<file path="config.mk">
export PLATFORM = sky130hd
export DESIGN_NAME = pe_loader_seq
export DESIGN_NICKNAME = d
export VERILOG_FILES = /design/src/rtl/pe_loader_seq.sv
export SDC_FILE = /design/constraint.sdc
export NUM_CORES = 1
export LEC_CHECK = 0
export ABC_AREA = 0
export CORE_MARGIN = 2
export CORE_UTILIZATION = 46
export CTS_BUF_LIST = sky130_fd_sc_hd__clkbuf_2 sky130_fd_sc_hd__clkbuf_4 sky130_fd_sc_hd__clkbuf_8
export DETAILED_ROUTE_END_ITERATION = 8
export PLACE_DENSITY = 0.82
export SLEW_MARGIN = 20
export SYNTH_ARGS = -nofsm -noshare
export SYNTH_HDL_FRONTEND = slang
export SYNTH_SLANG_ARGS = --single-unit
</file>
<file path="constraint.sdc">
create_clock -name aclk -period 2.7 [get_ports aclk]
set_input_delay 0.27 -clock aclk [delete_from_list [all_inputs] [get_ports aclk]]
set_output_delay 0.27 -clock aclk [all_outputs]
set_load 0.05 [all_outputs]
</file>
<file path="src/rtl/pe_loader_seq.sv">
// -----------------------------------------------------------------------------
// pe_loader_seq
//
// Sequencer that feeds one processing element (PE) for a dot-product style job.
// A job of `len` elements runs in two phases over one operand stream:
//   1. LOAD  : the first `len` stream words (operand B) are written into the
//              PE local RAM at addresses 0..len-1.
//   2. MAC   : the PE accumulator is cleared once, then for every element the
//              RAM address is presented (one cycle for the PE's registered RAM
//              read), the next stream word (operand A) is issued with
//              pe_valid, and the sequencer waits for pe_dvalid before it
//              moves on. Only one MAC is ever in flight because the PE
//              accumulator feedback is only up to date after pe_dvalid.
// The last captured pe_dout is presented on `result`. A missing pe_dvalid for
// TIMEOUT cycles, or a len larger than the RAM, ends the job with err set.
//
// Ports
//   aclk, areset        clock, synchronous active-high reset
//   start, len          job request; len sampled when start is seen in IDLE
//   s_tdata/s_tvalid/s_tready  operand stream (len B words, then len A words)
//   pe_aresetn          active-low PE accumulator clear (one cycle per job)
//   pe_din/pe_addr/pe_we       PE RAM write port / shared RAM address
//   pe_ain/pe_valid     MAC operand and issue strobe
//   pe_dvalid/pe_dout   MAC result from the PE
//   result              last captured MAC result
//   done                one-cycle end-of-job pulse
//   busy                high whenever a job is in progress
//   err                 sticky error flag, cleared by the next accepted start
// -----------------------------------------------------------------------------
module pe_loader_seq #(
  parameter int L_RAM_SIZE = 6,
  parameter int TIMEOUT    = 64
) (
  input  logic                  aclk,
  input  logic                  areset,
  input  logic                  start,
  input  logic [L_RAM_SIZE:0]   len,
  input  logic [31:0]           s_tdata,
  input  logic                  s_tvalid,
  output logic                  s_tready,
  output logic                  pe_aresetn,
  output logic [31:0]           pe_din,
  output logic [L_RAM_SIZE-1:0] pe_addr,
  output logic                  pe_we,
  output logic [31:0]           pe_ain,
  output logic                  pe_valid,
  input  logic                  pe_dvalid,
  input  logic [31:0]           pe_dout,
  output logic [31:0]           result,
  output logic                  done,
  output logic                  busy,
  output logic                  err
);

  // Largest legal len is the full RAM depth, which needs the extra len bit.
  localparam logic [L_RAM_SIZE:0] DEPTH   = {1'b1, {L_RAM_SIZE{1'b0}}};
  localparam logic [L_RAM_SIZE:0] IDX_ONE = {{L_RAM_SIZE{1'b0}}, 1'b1};

  // Wait-cycle counter wide enough to hold TIMEOUT-1.
  localparam int                CW       = (TIMEOUT > 1) ? $clog2(TIMEOUT + 1) : 1;
  localparam logic [CW-1:0]     TMO_ONE  = CW'(1);
  localparam logic [CW-1:0]     TMO_LAST = CW'(TIMEOUT - 1);

  typedef enum logic [2:0] {
    S_IDLE,
    S_LOAD,
    S_CLEAR,
    S_ADDR,
    S_ISSUE,
    S_WAIT,
    S_DONE
  } state_e;

  state_e                  state_q, state_d;
  logic [L_RAM_SIZE:0]     len_q, len_d;
  logic [L_RAM_SIZE:0]     idx_q, idx_d;
  logic [CW-1:0]           tmo_q, tmo_d;
  logic                    err_q, err_d;
  logic [31:0]             result_q, result_d;
  logic [31:0]             pe_din_q, pe_din_d;
  logic [L_RAM_SIZE-1:0]   pe_addr_q, pe_addr_d;
  logic [31:0]             pe_ain_q, pe_ain_d;
  logic                    pe_we_q, pe_we_d;
  logic                    pe_valid_q, pe_valid_d;
  logic                    pe_aresetn_q, pe_aresetn_d;

  logic [L_RAM_SIZE:0]     idx_inc;
  logic                    last_elem;

  assign idx_inc   = idx_q + IDX_ONE;
  assign last_elem = (idx_inc == len_q);

  // ---------------------------------------------------------------------------
  // Next-state and registered-output logic
  // ---------------------------------------------------------------------------
  always_comb begin
    state_d      = state_q;
    len_d        = len_q;
    idx_d        = idx_q;
    tmo_d        = tmo_q;
    err_d        = err_q;
    result_d     = result_q;
    pe_din_d     = pe_din_q;
    pe_addr_d    = pe_addr_q;
    pe_ain_d     = pe_ain_q;
    // Strobes default low so they only ever last the single cycle after
    // the handshake that produced them.
    pe_we_d      = 1'b0;
    pe_valid_d   = 1'b0;
    pe_aresetn_d = 1'b1;

    unique case (state_q)
      S_IDLE: begin
        if (start) begin
          len_d = len;
          idx_d = '0;
          err_d = 1'b0;
          if (len == '0) begin
            state_d = S_DONE;
          end else if (len > DEPTH) begin
            err_d   = 1'b1;
            state_d = S_DONE;
          end else begin
            state_d = S_LOAD;
          end
        end
      end

      S_LOAD: begin
        if (s_tvalid) begin
          pe_din_d  = s_tdata;
          pe_addr_d = idx_q[L_RAM_SIZE-1:0];
          pe_we_d   = 1'b1;
          if (last_elem) begin
            idx_d        = '0;
            state_d      = S_CLEAR;
            // Registered so the clear is low exactly while in CLEAR.
            pe_aresetn_d = 1'b0;
          end else begin
            idx_d = idx_inc;
          end
        end
      end

      S_CLEAR: begin
        // Present element 0's address so ADDR covers the RAM read latency.
        pe_addr_d = idx_q[L_RAM_SIZE-1:0];
        state_d   = S_ADDR;
      end

      S_ADDR: begin
        state_d = S_ISSUE;
      end

      S_ISSUE: begin
        if (s_tvalid) begin
          pe_ain_d   = s_tdata;
          pe_valid_d = 1'b1;
          tmo_d      = '0;
          state_d    = S_WAIT;
        end
      end

      S_WAIT: begin
        // A result arriving on the same cycle as the timeout wins.
        if (pe_dvalid) begin
          result_d = pe_dout;
          idx_d    = idx_inc;
          tmo_d    = '0;
          if (last_elem) begin
            state_d = S_DONE;
          end else begin
            pe_addr_d = idx_inc[L_RAM_SIZE-1:0];
            state_d   = S_ADDR;
          end
        end else if (tmo_q == TMO_LAST) begin
          err_d   = 1'b1;
          state_d = S_DONE;
        end else begin
          tmo_d = tmo_q + TMO_ONE;
        end
      end

      S_DONE: begin
        state_d = S_IDLE;
      end

      default: begin
        state_d = S_IDLE;
      end
    endcase
  end

  // ---------------------------------------------------------------------------
  // State registers
  // ---------------------------------------------------------------------------
  always_ff @(posedge aclk) begin
    if (areset) begin
      state_q      <= S_IDLE;
      len_q        <= '0;
      idx_q        <= '0;
      tmo_q        <= '0;
      err_q        <= 1'b0;
      result_q     <= '0;
      pe_din_q     <= '0;
      pe_addr_q    <= '0;
      pe_ain_q     <= '0;
      pe_we_q      <= 1'b0;
      pe_valid_q   <= 1'b0;
      // The PE is held cleared for as long as the sequencer is in reset.
      pe_aresetn_q <= 1'b0;
    end else begin
      state_q      <= state_d;
      len_q        <= len_d;
      idx_q        <= idx_d;
      tmo_q        <= tmo_d;
      err_q        <= err_d;
      result_q     <= result_d;
      pe_din_q     <= pe_din_d;
      pe_addr_q    <= pe_addr_d;
      pe_ain_q     <= pe_ain_d;
      pe_we_q      <= pe_we_d;
      pe_valid_q   <= pe_valid_d;
      pe_aresetn_q <= pe_aresetn_d;
    end
  end

  // ---------------------------------------------------------------------------
  // Outputs
  // ---------------------------------------------------------------------------
  // The stream is only accepted while a word is actually wanted, so beats
  // beyond 2*len stay in the upstream source.
  assign s_tready   = (state_q == S_LOAD) || (state_q == S_ISSUE);
  assign done       = (state_q == S_DONE);
  assign busy       = (state_q != S_IDLE);
  assign err        = err_q;
  assign result     = result_q;
  assign pe_din     = pe_din_q;
  assign pe_addr    = pe_addr_q;
  assign pe_we      = pe_we_q;
  assign pe_ain     = pe_ain_q;
  assign pe_valid   = pe_valid_q;
  assign pe_aresetn = pe_aresetn_q;

endmodule
</file>
# Word-level counts from Yosys, hierarchy flattened
# Cells that the tools add are included.
# word_totals
register_bits	130
inputBits	76
output_inout_bits	109
word_cells	87
# op_classes
n_addsub	2
magnitude_cmp	1
eq_ne	18
mux	33
bitwise	2
n_reduce_logical	19
# ops
op	n
$mux W7	7
$mux W3	9
$pmux W7 S3	1
$mux W6	3
$pmux W3 S6	1
$pmux W6 S3	1
$ne A2 B2 Y1 const B	8
$add A7 B1 Y7 const B	2
$pmux W7 S2	1
$reduce_and A4 Y1	3
$eq A3 B3 Y1 const B	3
$mux W1	9
$reduce_bool A3 Y1	3
$reduce_and A2 Y1	4
$eq A7 B6 Y1 const B	1
$eq A7 B7 Y1	1
$gt A7 B7 Y1 const B	1
$logic_not A7 Y1	1
$eq A3 B2 Y1 const B	2
$ne A3 B3 Y1 const B	2
$reduce_and A5 Y1	1
$reduce_bool A2 Y1	2
$reduce_or A2 Y1	2
$eq A3 B1 Y1 const B	1
other kinds (5)	6

# Depth between registers and ports, before layout
# depth
word_depth	5
ltp_mapped	9
depth_no_buf	7

# Worst setup path after synthesis
# No wires, ideal clock.
# synth_path
kind	register to register
startpoint	reg idx_q[0]
endpoint	reg idx_q[3]
setup_time_ns	0.123
arrival_time_ns	2.160
required_ns	2.577
path_slack_ns	0.416
path_stages_with_launch	9
path_buffers	1
period_less_slack_ns	2.284
cell_sequence	dfxtp_1 -> ha_1 -> buf_6 -> o21ba_1 -> a221o_1 -> a222oi_1 -> a31oi_1 -> a41oi_1 -> a31oi_1
# synth_between
elab_chain_cells	5
elab_cells_between_ends	6
cone_classes	add/sub: 1; eq/ne: 1; mux: 4
# synth_lines
element	line_no	source
from (decl)	76	logic [L_RAM_SIZE:0] idx_q, idx_d;
from (signal assigned)	215	idx_q <= idx_d;
$add A7 B1 Y7 (*)	90	assign idx_inc = idx_q + IDX_ONE;
$eq A7 B7 Y1	91	assign last_elem = (idx_inc == len_q);
$mux W7	134	if (last_elem) begin
$mux W7	130	if (s_tvalid) begin
$pmux W7 S3 (*)	112	unique case (state_q)
# Every way passes the cells marked *; elsewhere a longest branch is shown, timed or not. The select of a mux whose other input is x is not followed.
# A chain may end at the register's enable or synchronous reset.

# Final worst setup path
# layout_path
startpoint	reg state_q[1]
endpoint	out busy
# layout_between
elab_chain_cells	1
# layout_lines
element	line_no	source
from (decl)	74	state_e state_q, state_d;
from (signal assigned)	213	state_q <= state_d;
$reduce_bool A3 Y1	235	assign busy = (state_q != S_IDLE);
to (decl)	51	output logic busy,
# No other way between the ends.

==> results <==
per-stage QoR:
| stage | util, % | instances | hold WS, ns |
|---|---|---|---|
| 2_1_floorplan | - | 659 | 0.406 |
| 3_3_place_gp | 64.4 | 948 | 0.441 |
| 3_5_place_dp | 64.4 | 948 | 0.446 |
| 4_1_cts | 68.9 | 980 | 0.280 |
| 5_1_grt | 69.0 | 980 | 0.330 |
| 6_report | 69.0 | 980 | 0.311 |
cells by family after synthesis:
group	count (synthesis)	share of synthesized area, %
buf+inv	51	4.97
simple gates	295	23.3
xor+xnor	17	2.87
mux	4	0.796
fa+ha+maj	3	0.724
compound gates	159	17.1
flops	130	50.2
cells in the final DEF, fill, tap and decap left out, types with 2 or more instances in the layout:
| cell type | Yosys | routed |
|---|---|---|
| a211oi_1 | 5 | 5 |
| a211oi_2 | 2 | 2 |
| a21oi_1 | 121 | 121 |
| a31oi_1 | 7 | 6 |
| a32oi_1 | 2 | 2 |
| and3_1 | 2 | 2 |
| buf_4 | 2 | 10 |
| bufinv_16 | 0 | 6 |
| clkbuf_4 | 0 | 2 |
| clkbuf_8 | 4 | 20 |
| clkdlybuf4s50_1 | 0 | 182 |
| clkinv_2 | 0 | 3 |
| dfxtp_1 | 130 | 129 |
| ha_1 | 3 | 3 |
| inv_1 | 7 | 7 |
| mux2i_1 | 3 | 3 |
| nand2_1 | 226 | 226 |
| nand2b_1 | 3 | 3 |
| nand3_1 | 11 | 11 |
| nand3b_1 | 2 | 2 |
| nor2_1 | 27 | 26 |
| nor2b_1 | 2 | 2 |
| nor3_1 | 6 | 6 |
| o21ai_0 | 10 | 10 |
| o21bai_1 | 2 | 2 |
| or3_1 | 5 | 5 |
| xnor2_1 | 8 | 8 |
| xor2_1 | 9 | 9 |
layout make-up:
cell class	count	share of cell area (%)
multi-input combinational	478	31.0
timing repair buffer	193	25.3
inverter	7	0.348
sequential	130	34.5
clock buffer	22	3.85
tap	140	2.32
clock inverter	10	2.69
power by group:
group	switching [W]	total [W]	internal, W
Combinational	0.00132	0.00201	0.000694
Clock	0.000722	0.00200	0.00128
Sequential	0.000160	0.00228	0.00212
synthesized netlist by cell type, types with 2 or more instances:
library cell    n  area share (%)
o21bai_1        2            0.29
a31oi_1         7            0.84
xor2_1          9             1.5
nand3_1        11             1.1
nand3b_1        2            0.29
nor3_1          6            0.58
nand2_1       226              16
buf_4           2            0.29
a21oi_1       121              12
and3_1          2            0.24
buf_6           2            0.43
a211oi_2        2            0.48
a32oi_1         2            0.34
nor2_1         27             2.0
buf_2           2            0.19
dfxtp_1       130              50
clkbuf_1       33             2.4
nand2b_1        3            0.36
clkbuf_8        4             1.1
a211oi_1        5            0.72
ha_1            3            0.72
mux2i_1         3            0.58
inv_1           7            0.51
nor2b_1         2            0.24
or3_1           5            0.60
o21ai_0        10            0.97
xnor2_1         8             1.4
worst paths after layout:
check,from,depth (start not counted),endpoint,slack [ns]
worst min register to register,pe_din[12]$_SDFFE_PP0P_,2,pe_din[12]$_SDFFE_PP0P_,0.45
worst max register to register,idx_q[0]$_SDFFE_PP0P_,8,state_q[1]$_SDFFE_PP0P_,0.30
worst max-delay path,state_q[1]$_SDFFE_PP0P_,3,busy,0.23
worst min-delay path,areset,2,idx_q[1]$_SDFFE_PP0P_,0.31
flip-flops by register name, summed over array words and instances (netlist names):
name / count
pe_ain: 32
pe_din: 32
tmo_q: 7
len_q: 7
err: 1
pe_aresetn: 1
pe_valid: 1
idx_q: 7
state_q: 3
pe_addr: 6
result: 32
pe_we: 1
metal layers:
metal | track usage [%] | routed length, um | vias up
met5 | 0 | 0 | -
met4 | 12.1 | 362 | 0
met3 | 7.58 | 1040 | 29
met2 | 42.3 | 7220 | 196
met1 | 26.4 | 5680 | 2392
li1 | - | - | 2519
==> flow_results.xml <==
<?xml version="1.0" encoding="UTF-8"?>
<metrics>
  <group name="grt">
    <metric name="grtUsageTotal" unit="%">24.2</metric>
    <metric name="pin_count_of_the_biggest_net_entering_global_routing" unit="">71</metric>
    <metric name="antenna_violations_before_repair" unit="">0</metric>
    <metric name="vias_in_the_first_global_route" unit="">5057</metric>
    <metric name="grt_pass1_wl" unit="um">22900</metric>
    <metric name="overflow" unit="">0</metric>
  </group>
  <group name="die">
    <metric name="fp.dieArea" unit="sq um">12100</metric>
    <metric name="design.portCount" unit="">185</metric>
    <metric name="die_h" unit="um">110</metric>
    <metric name="row_count" unit="">38</metric>
    <metric name="initial_utilization" unit="%">47.4</metric>
    <metric name="floorplan.core_area" unit="sq um">10900</metric>
    <metric name="die_width" unit="um">110</metric>
  </group>
  <group name="drt">
    <metric name="via_count" unit="">5136</metric>
    <metric name="avgViaCountPerCell" unit="">5.24</metric>
    <metric name="firstDrtPassIters" unit="">6</metric>
    <metric name="drc_errors" unit="">0</metric>
    <metric name="drtAntennaViolNets" unit="">0</metric>
    <metric name="post_drt_wl_per_cell" unit="um">14.6</metric>
    <metric name="drt_wl_total" unit="um">14300</metric>
    <metric name="drtIter0Drc" unit="">312</metric>
  </group>
  <group name="timing">
    <metric name="finClkSkew" unit="ns">0.00479</metric>
    <metric name="totalNegativeSetupSlack" unit="ns">0</metric>
    <metric name="post_route_fraction_of_the_period_consumed_by_the_critical_path" unit="%">91.4</metric>
    <metric name="timing.slew.headroom" unit="%">52.1</metric>
    <metric name="timing.final.max_slew_violations" unit="">0</metric>
    <metric name="finalCriticalPeriod" unit="ns">2.47</metric>
    <metric name="final-hold-violation-count" unit="">0</metric>
    <metric name="setup_ws" unit="ns">0.233</metric>
    <metric name="rsz0062_at_grt" unit="">false</metric>
    <metric name="finalSetupViolations" unit="">0</metric>
    <metric name="worst_pin_slew" unit="ns">0.719</metric>
    <metric name="fmax" unit="MHz">405</metric>
  </group>
  <group name="setup_path">
    <metric name="wp_data_arrival" unit="ns">2.20</metric>
    <metric name="crit_path_end_kind" unit="">output port</metric>
    <metric name="worstPathCellList" unit="">nor2_1 -&gt; nand2_1 -&gt; clkdlybuf4s50_1</metric>
    <metric name="slowest_delay" unit="ns">0.83</metric>
    <metric name="critical_path_fanout_max" unit="">16</metric>
    <metric name="criticalPathCategory" unit="">reg -&gt; out</metric>
    <metric name="critical_path.slowest_cell" unit="">clkdlybuf4s50_1</metric>
    <metric name="critPathRequiredTime" unit="ns">2.43</metric>
    <metric name="startpoint_type" unit="">flop</metric>
    <metric name="critical_path_buf_inv_count" unit="">1</metric>
    <metric name="worst_path_dominant_cell_family" unit="">buffers and inverters</metric>
  </group>
  <group name="logic_synthesis">
    <metric name="synth_fp_nets" unit="">738</metric>
    <metric name="synth_sequential_area_ratio" unit="%">50.2</metric>
    <metric name="ys_seq_elements" unit="">130</metric>
    <metric name="ys_dominant_reg_cell" unit="">dfxtp_1</metric>
    <metric name="synth-async-reset-ratio" unit="%">0</metric>
    <metric name="avgSynthCellArea" unit="sq um">7.87</metric>
    <metric name="yosysWarningCount" unit="">0</metric>
    <metric name="synth.distinct_cells" unit="">50</metric>
    <metric name="synth_cells" unit="">659</metric>
    <metric name="synth-edff-count" unit="">0</metric>
    <metric name="mappedNetlistArea" unit="sq um">5190</metric>
  </group>
  <group name="finish">
    <metric name="areaGrowthSynthToFinish" unit="%">45.4</metric>
    <metric name="share_of_post_route_cells_with_drive_strength_above_1" unit="%">6.31</metric>
    <metric name="diodes" unit="">0</metric>
    <metric name="area.sequential" unit="sq um">2600</metric>
    <metric name="multi_input_comb_area" unit="sq um">2330</metric>
    <metric name="non_filler_cell_area_final" unit="sq um">7540</metric>
    <metric name="fill_cells" unit="">900</metric>
    <metric name="finalNetCount" unit="">906</metric>
  </group>
  <group name="clock_network">
    <metric name="post-cts-setup-buffers" unit="">0</metric>
    <metric name="cts_made_buffers" unit="">17</metric>
    <metric name="cts_hold_fix_bufs" unit="">0</metric>
    <metric name="cts_tree" unit="">yes</metric>
    <metric name="cts_sinks" unit="">130</metric>
    <metric name="cts-root-buf" unit="">clkbuf_8</metric>
    <metric name="cts.clk_slew.worst_paths" unit="ns">0.07</metric>
    <metric name="clock_tree.buffer_depth" unit="">2</metric>
    <metric name="cts_repair_resize_count" unit="">0</metric>
    <metric name="worst_skew_late_latency" unit="ns">0.45</metric>
    <metric name="clock_tree.htree_level_count" unit="">4</metric>
  </group>
  <group name="placement">
    <metric name="post-place-ws" unit="ns">0.246</metric>
    <metric name="place.gp.congestion" unit="">0.921</metric>
    <metric name="dp.final_hpwl" unit="um">9810</metric>
    <metric name="placed_inst_area" unit="sq um">7040</metric>
    <metric name="buffer_ports.inserted" unit="">184</metric>
  </group>
  <group name="status">
    <metric name="status" unit="">finished, final reports clean</metric>
  </group>
  <group name="power_and_ir_drop">
    <metric name="totalPowerFinal" unit="W">0.00629</metric>
    <metric name="cell_leakage_power" unit="nW">2.63</metric>
    <metric name="vdd_drop_max" unit="uV">777</metric>
    <metric name="power-per-cell-area" unit="nW/um^2">834</metric>
  </group>
  <group name="min_path">
    <metric name="tightest_hold_check_type" unit="">in -&gt; reg</metric>
  </group>
  <group name="flow_run">
    <metric name="max_cap_viol_count" unit="">0</metric>
  </group>
</metrics>
(Power assumes the default switching activity.)
